### config.mk
export PLATFORM = sky130hd
export DESIGN_NAME = midi_msg_parser
export DESIGN_NICKNAME = d
export VERILOG_FILES = /design/src/rtl/midi_msg_parser.sv
export SDC_FILE = /design/constraint.sdc
export NUM_CORES = 1
export LEC_CHECK = 0
export CAP_MARGIN = 25
export CORE_MARGIN = 3
export CORE_UTILIZATION = 35
export CTS_BUF_LIST = sky130_fd_sc_hd__clkbuf_16
export CTS_CLUSTER_SIZE = 8
export DETAILED_ROUTE_END_ITERATION = 7
export PLACE_DENSITY = 0.67
export SLEW_MARGIN = 20
export SYNTH_ARGS = -nofsm -noshare
export SYNTH_HDL_FRONTEND = slang
export SYNTH_SLANG_ARGS = --single-unit
### constraint.sdc
create_clock -name sys_clk -period 2 [get_ports sys_clk]
set_clock_uncertainty 0.2 [all_clocks]
set_input_delay 0.2 -clock sys_clk [delete_from_list [all_inputs] [get_ports sys_clk]]
set_output_delay 0.2 -clock sys_clk [all_outputs]
set_load 0.01 [all_outputs]
### src/rtl/midi_msg_parser.sv
// Assembles MIDI channel-voice messages from a received byte stream: running status, real-time
// interleave and SysEx skipping. Define MIDI_VEL0_NOTE_OFF_EN to report vel-0 note-on as note-off.
module midi_msg_parser #(
  parameter int unsigned OMNI      = 1,
  parameter logic [3:0]  LISTEN_CH = 4'd0
) (
  input  logic       sys_clk,
  input  logic       sys_rst,
  input  logic [7:0] data_rx,
  input  logic       is_command,
  input  logic       new_byte_strobe,
  output logic       msg_valid,
  output logic [3:0] msg_type,
  output logic [3:0] msg_channel,
  output logic [6:0] msg_data1,
  output logic [6:0] msg_data2,
  output logic       rt_valid,
  output logic [7:0] rt_byte
);

  typedef enum logic [1:0] {StIdle, StWaitD1, StWaitD2, StSysex} state_e;

  state_e     state_q;
  logic [7:0] run_status_q;
  logic [6:0] d1_hold_q;

  logic       is_rt;
  logic       two_byte;
  logic       emit;
  logic       ch_ok;
  logic [6:0] emit_d1;
  logic [6:0] emit_d2;
  logic [3:0] emit_type;

  always_comb begin
    is_rt    = is_command && (data_rx[7:3] == 5'b11111);
    two_byte = !(run_status_q[7:4] inside {4'hC, 4'hD});
    emit     = 1'b0;
    emit_d1  = d1_hold_q;
    emit_d2  = data_rx[6:0];
    if (new_byte_strobe && !is_command) begin
      if (state_q == StWaitD1 && !two_byte) begin
        emit    = 1'b1;
        emit_d1 = data_rx[6:0];
        emit_d2 = 7'd0;
      end else if (state_q == StWaitD2) begin
        emit = 1'b1;
      end
    end
    emit_type = run_status_q[7:4];
`ifdef MIDI_VEL0_NOTE_OFF_EN
    // Only the reported type changes; running status keeps decoding as note-on.
    if (emit_type == 4'h9 && emit_d2 == 7'd0) begin
      emit_type = 4'h8;
    end
`endif
    ch_ok = (OMNI != 0) || (run_status_q[3:0] == LISTEN_CH);
  end

  always_ff @(posedge sys_clk or posedge sys_rst) begin
    if (sys_rst) begin
      state_q      <= StIdle;
      run_status_q <= 8'd0;
      d1_hold_q    <= 7'd0;
      msg_valid    <= 1'b0;
      msg_type     <= 4'd0;
      msg_channel  <= 4'd0;
      msg_data1    <= 7'd0;
      msg_data2    <= 7'd0;
      rt_valid     <= 1'b0;
      rt_byte      <= 8'd0;
    end else begin
      msg_valid <= 1'b0;
      rt_valid  <= 1'b0;
      // Filtered-out messages still advance the state below but leave the outputs alone.
      if (emit && ch_ok) begin
        msg_valid   <= 1'b1;
        msg_type    <= emit_type;
        msg_channel <= run_status_q[3:0];
        msg_data1   <= emit_d1;
        msg_data2   <= emit_d2;
      end
      if (new_byte_strobe) begin
        if (is_command) begin
          if (is_rt) begin
            rt_valid <= 1'b1;
            rt_byte  <= data_rx;
          end else if (data_rx[7:4] != 4'hF) begin
            run_status_q <= data_rx;
            state_q      <= StWaitD1;
          end else begin
            run_status_q <= 8'd0;
            state_q      <= (data_rx == 8'hF0) ? StSysex : StIdle;
          end
        end else begin
          unique case (state_q)
            StWaitD1: begin
              if (two_byte) begin
                d1_hold_q <= data_rx[6:0];
                state_q   <= StWaitD2;
              end
            end
            StWaitD2: state_q <= StWaitD1;
            default: ;
          endcase
        end
      end
    end
  end

endmodule

==> results of run 1 <==
==> report_power, final <==
| group | switching (mW) | internal [mW] |
|---|---|---|
| Combinational | 0.416 | 0.669 |
| Clock | 0.350 | 0.453 |
| Sequential | 0.184 | 1.33 |
==> logic make-up after synthesis <==
| family | Yosys count | share of synthesized area |
|---|---|---|
| simple gates | 77 | 0.184 |
| flops | 49 | 0.610 |
| compound gates | 28 | 0.0816 |
| mux | 17 | 0.0953 |
| buf+inv | 11 | 0.0293 |
==> sequential cells by signal, summed over array words and instances, names as in the netlist <==
| register | cells |
|---|---|
| msg_type | 4 |
| rt_byte | 8 |
| rt_valid | 1 |
| msg_data2 | 7 |
| d1_hold_q | 7 |
| msg_data1 | 7 |
| msg_valid | 1 |
| msg_channel | 4 |
| run_status_q | 8 |
| state_q | 2 |
==> Yosys cell counts (all sizes together) <==
master and number:
and4bb 1, nor2b 2, nand3b 3, nand2b 6, inv 4, dfrtp 49, nor2 9, a22o 1
nand4 2, and3 2, buf 6, nor3 1, a21oi 8, o21ai 9, clkbuf 1, or2 1
o21a 1, nand2 46, o22a 1, and2 1, and4 1, mux2 17, and2b 1, o22ai 1
or4 1, a31oi 7
==> per-stage QoR <==
stage / util / std cells
global route: 0.517 / 311
floorplan: - / 182
finish: 0.517 / 311
detailed placement: 0.491 / 303
CTS: 0.517 / 311
global placement: 0.491 / 303
==> routing by layer <==
| layer | track usage | wire length [um] | vias to the layer above |
|---|---|---|---|
| met3 | 0.0373 | 239 | 7 |
| li1 | - | - | 729 |
| met5 | 0 | 0 | - |
| met1 | 0.201 | 2150 | 771 |
| met2 | 0.247 | 2140 | 52 |
| met4 | 0.0648 | 90 | 0 |
==> area by class of cell <==
type | instances | area, sq um
Inverter | 4 | 15.0
Multi-Input combinational cell | 122 | 724
Clock inverter | 3 | 12.5
Fill cell | 481 | 2580
Tap cell | 70 | 87.6
Sequential cell | 49 | 1230
Clock buffer | 5 | 125
Timing Repair Buffer | 58 | 568
==> final timing paths <==
check,slack (ns),from,to
max,0.20,state_q[1]$_DFFE_PP0P_,msg_channel[2]$_DFFE_PP0P_
min,0.07,sys_rst,msg_valid$_DFF_PP0_
max reg2reg,0.20,state_q[1]$_DFFE_PP0P_,msg_channel[2]$_DFFE_PP0P_
min reg2reg,0.26,rt_byte[3]$_DFFE_PP0P_,rt_byte[3]$_DFFE_PP0P_
max in group asynchronous,1.31,sys_rst,msg_data1[4]$_DFFE_PP0P_
min in group sys_clk,0.26,rt_byte[3]$_DFFE_PP0P_,rt_byte[3]$_DFFE_PP0P_
==> worst max-delay path, stage by stage, from the launching register on <==
cell,delay (ns)
dfrtp_1,0.42
and2b_1,0.22
o21ai_2,0.44
mux2_2,0.39
==> impl_metrics.env, run 1 <==
export IMPL_rsz0062_at_grt="false"
export IMPL_rr_worst_depth=3
export IMPL_report_final_setup_viol=0
export IMPL_ant_nets=0
export IMPL_tightest_slew_ns=0.504
export IMPL_clkTransAtPathRegs_ns=0.06
export IMPL_cts_made_buffers=5
export IMPL_final_common_cell="dfrtp_1"
export IMPL_insertion_delay_ns=0.29
export IMPL_routedWlPerCell_um=14.9
export IMPL_dpl_hpwl_um=3170
export IMPL_die_h_um=81.8
export IMPL_vias_per_cell=5.01
export IMPL_power_leakage_nw=1.25
export IMPL_cts_root_buf="clkbuf_16"
export IMPL_firstDrtPassIters=5
export IMPL_die_x_um=81.8
export IMPL_ys_seq_area_frac=0.610
export IMPL_gp_congestion=0.850
export IMPL_htreeDepth=2
export IMPL_mostFrequentLayoutCells="dfrtp_1, nand2_1, clkdlybuf4s50_1"
export IMPL_cts_tree="built"
export IMPL_maxCapViolCount=0
export IMPL_drcViolationCount=0
export IMPL_synth_area_per_cell_sq_um=11.0
export IMPL_grt_pass1_vias=1517
export IMPL_status="finished clean"
export IMPL_drive_above_1_share=0.187
export IMPL_path_max_fanout=9
export IMPL_cts_hold_fix_buffers=0
export IMPL_synth_seq_cells=49
export IMPL_power_density_nw_per_um2=1230
export IMPL_wl_um=4620
export IMPL_fin_ws_ns=0.204
export IMPL_grt_usage=0.155
export IMPL_relSlewSlack=0.664
export IMPL_final_hold_viol_count=0
export IMPL_post_cts_buffers=0
export IMPL_peakVddDrop_v=0.000566
export IMPL_final_area_sq_um=2760
export IMPL_io_pins=44
export IMPL_cts_buffer_depth=2
export IMPL_drt_initial_drc_count=82
export IMPL_antenna_found_initial=0
export IMPL_via_count=1559
export IMPL_hold_class="in -> async"
export IMPL_synth_top_cell_by_area="dfrtp_1"
export IMPL_cts_repair_resized=0
export IMPL_grt_max_degree=50
export IMPL_area_delta_synth_final_pct=37.3
export IMPL_synth_cells=182
export IMPL_synth_top_cell_area_share=0.610
export IMPL_dp_worst_setup_slack_ns=0.0848
export IMPL_antenna_cells=0
export IMPL_synth_warnings=0
export IMPL_rows=26
export IMPL_clock_sinks=49
export IMPL_synthesis_nets=194
export IMPL_port_buffers=43
export IMPL_fmax_mhz=557
export IMPL_grt_pass1_wl_um=7640
export IMPL_drv_slew=0
export IMPL_startpoint_type="register"
export IMPL_synthTopCellsByArea="dfrtp_1, mux2_2, nand2_1, a31oi_1, a21oi_1"
export IMPL_netlist_area_sq_um=2010
export IMPL_critPathKind="reg -> reg"
export IMPL_min_period_over_period=0.898
export IMPL_nNetsFinal=252
export IMPL_ys_types=31
export IMPL_endpoint_kind="register"
export IMPL_tns_ns=0
export IMPL_cp_data_required_time_ns=1.97
export IMPL_initial_core_util=0.377
export IMPL_min_period_ns=1.80
export IMPL_core_area_sq_um=5340
export IMPL_p_total_mw=3.40
export IMPL_grt_overflow_total=0
export IMPL_crit_arrival_ns=1.77
export IMPL_fin_hold_ws_ns=0.0683
export IMPL_dpl_cell_area_sq_um=2620
export IMPL_die_area_sq_um=6690
No activity file was read; power rests on OpenSTA's default activity.
==> inputs of run 2 (changes only) <==
CAP_MARGIN = unset   (was 25)
==> results of run 2 <==
Same layout as run 1: the final DEF is identical, and so are final timing and power.
==> inputs of run 3 (changes only) <==
==> constraint.sdc (replaced) <==
create_clock -name sys_clk -period 2 [get_ports sys_clk]
set_clock_uncertainty 0.2 [all_clocks]
set_input_delay 0.3 -clock sys_clk [delete_from_list [all_inputs] [get_ports sys_clk]]
set_output_delay 0.3 -clock sys_clk [all_outputs]
set_load 0.01 [all_outputs]
==> run 3 against run 2 <==
  * Power is essentially flat
  * Die area did not move
  * Clock power down 1%
  * Critical endpoint unchanged
  * Final cell count up 0.64%
  * Global-route usage up 0.51 points
  * Non-clock buffer count grew 2
  * Setup slack barely moved
  * Cell area rose by 1.0%
  * Sequential power is essentially flat
  * Critical path type unchanged
  * Routed wire length grew 0.28%
  * Fmax hardly changed
==> impl_metrics.env, run 3 (synthesized netlist as in run 1, its figures left out) <==
export IMPL_status="finished clean"
export IMPL_grt_use_met3=0.0307
export IMPL_report_final_setup_viol=0
export IMPL_io_pins=44
export IMPL_via_count=1510
export IMPL_die_h_um=81.8
export IMPL_die_area_sq_um=6690
export IMPL_cts_hold_fix_buffers=0
export IMPL_power_leakage_nw=1.26
export IMPL_seqPwrFrac=0.445
export IMPL_crit_arrival_ns=1.77
export IMPL_maxCapViolCount=0
export IMPL_insertion_delay_ns=0.28
export IMPL_cts_repair_resized=0
export IMPL_grt_max_degree=50
export IMPL_hold_class="in -> async"
export IMPL_area_delta_synth_final_pct=38.7
export IMPL_wl_um=4630
export IMPL_final_hold_viol_count=0
export IMPL_routedWlPerCell_um=14.8
export IMPL_initial_core_util=0.377
export IMPL_min_period_over_period=0.898
export IMPL_port_buffers=43
export IMPL_startpoint_type="register"
export IMPL_drv_slew=0
export IMPL_cts_root_buf="clkbuf_16"
export IMPL_r2r_slack_ns=0.20
export IMPL_gp_congestion=0.781
export IMPL_antenna_found_initial=0
export IMPL_power_frac_comb=0.322
export IMPL_grt_overflow_total=0
export IMPL_largestRegisters="rt_byte x8, run_status_q x8"
export IMPL_internal_power_mw=2.45
export IMPL_cts_made_buffers=5
export IMPL_cts_buffer_depth=2
export IMPL_clkTransAtPathRegs_ns=0.06
export IMPL_nNetsFinal=254
export IMPL_grt_pass1_wl_um=7910
export IMPL_relSlewSlack=0.647
export IMPL_rows=26
export IMPL_power_density_nw_per_um2=1220
export IMPL_grt_usage=0.160
export IMPL_peakVddDrop_v=0.000699
export IMPL_die_x_um=81.8
export IMPL_min_period_ns=1.80
export IMPL_p_switching_mw=0.948
export IMPL_cp_data_required_time_ns=1.97
export IMPL_use_met2=0.260
export IMPL_fmax_mhz=557
export IMPL_core_area_sq_um=5340
export IMPL_top_usage_layer="met2"
export IMPL_tns_ns=0
export IMPL_post_cts_buffers=0
export IMPL_clock_sinks=49
export IMPL_endpoint_kind="register"
export IMPL_ant_nets=0
export IMPL_drive_above_1_share=0.193
export IMPL_dpl_hpwl_um=3340
export IMPL_swShare=0.279
export IMPL_final_common_cell="dfrtp_1"
export IMPL_mostFrequentLayoutCells="dfrtp_1, nand2_1, clkdlybuf4s50_1"
export IMPL_firstDrtPassIters=4
export IMPL_p_total_mw=3.40
export IMPL_cts_tree="built"
export IMPL_htreeDepth=2
export IMPL_grt_util_met1=0.212
export IMPL_path_max_fanout=9
export IMPL_clockPowerShare=0.233
export IMPL_rsz0062_at_grt="false"
export IMPL_drcViolationCount=0
export IMPL_grt_pass1_vias=1556
export IMPL_antenna_cells=0
export IMPL_drt_initial_drc_count=146
export IMPL_critPathKind="reg -> reg"
export IMPL_tightest_slew_ns=0.529
export IMPL_vias_per_cell=4.82
run 3: layout make-up:
cell class	count	area [sq um]
Fill cell	477	2550
Sequential cell	49	1230
Multi-Input combinational cell	122	724
Timing Repair Buffer	60	596
Clock buffer	5	125
Tap cell	70	87.6
Inverter	4	15.0
Clock inverter	3	12.5
run 3: power groups by stage:
| stage | logic (mW) | registers [mW] | clock network [mW] |
|---|---|---|---|
| detailed placement | 1.10 | 1.53 | 0 |
| global placement | 1.09 | 1.52 | 0 |
| floorplan | 0.373 | 1.61 | 0 |
| CTS | 1.11 | 1.52 | 0.813 |
| finish | 1.09 | 1.51 | 0.793 |
| global route | 1.19 | 1.57 | 0.860 |
run 3: metrics by stage:
step	instance area, sq um	utilization	std cells	setup WS, ns	hold slack [ns]
detailed placement	2650	0.496	305	0.00390	0.251
floorplan	2010	-	182	0.327	0.217
global placement	2650	0.496	305	0.0293	0.249
CTS	2790	0.522	313	0.209	0.200
finish	2790	0.522	313	0.204	0.178
global route	2790	0.522	313	0.128	0.223
run 3: path summary, 6_finish.rpt:
path	endpoint	start	depth (start not counted)
min	msg_channel[0]$_DFFE_PP0P_	sys_rst	3
min reg2reg	rt_byte[3]$_DFFE_PP0P_	rt_byte[3]$_DFFE_PP0P_	1
max reg2reg	msg_channel[2]$_DFFE_PP0P_	state_q[1]$_DFFE_PP0P_	3
max	msg_channel[2]$_DFFE_PP0P_	state_q[1]$_DFFE_PP0P_	3
max in group asynchronous	run_status_q[2]$_DFFE_PP0P_	sys_rst	3
min in group sys_clk	rt_byte[3]$_DFFE_PP0P_	rt_byte[3]$_DFFE_PP0P_	1
run 3: critical path: stages (launching register included):
cell and delay [ns]:
dfrtp_1 0.41, and2b_1 0.21, o21ai_2 0.46, mux2_2 0.39
run 3: layer usage:
metal | part of all wire | up-vias
met5 | 0 | -
met4 | 0.015 | 0
met3 | 0.047 | 6
met2 | 0.48 | 43
met1 | 0.45 | 726
li1 | - | 735
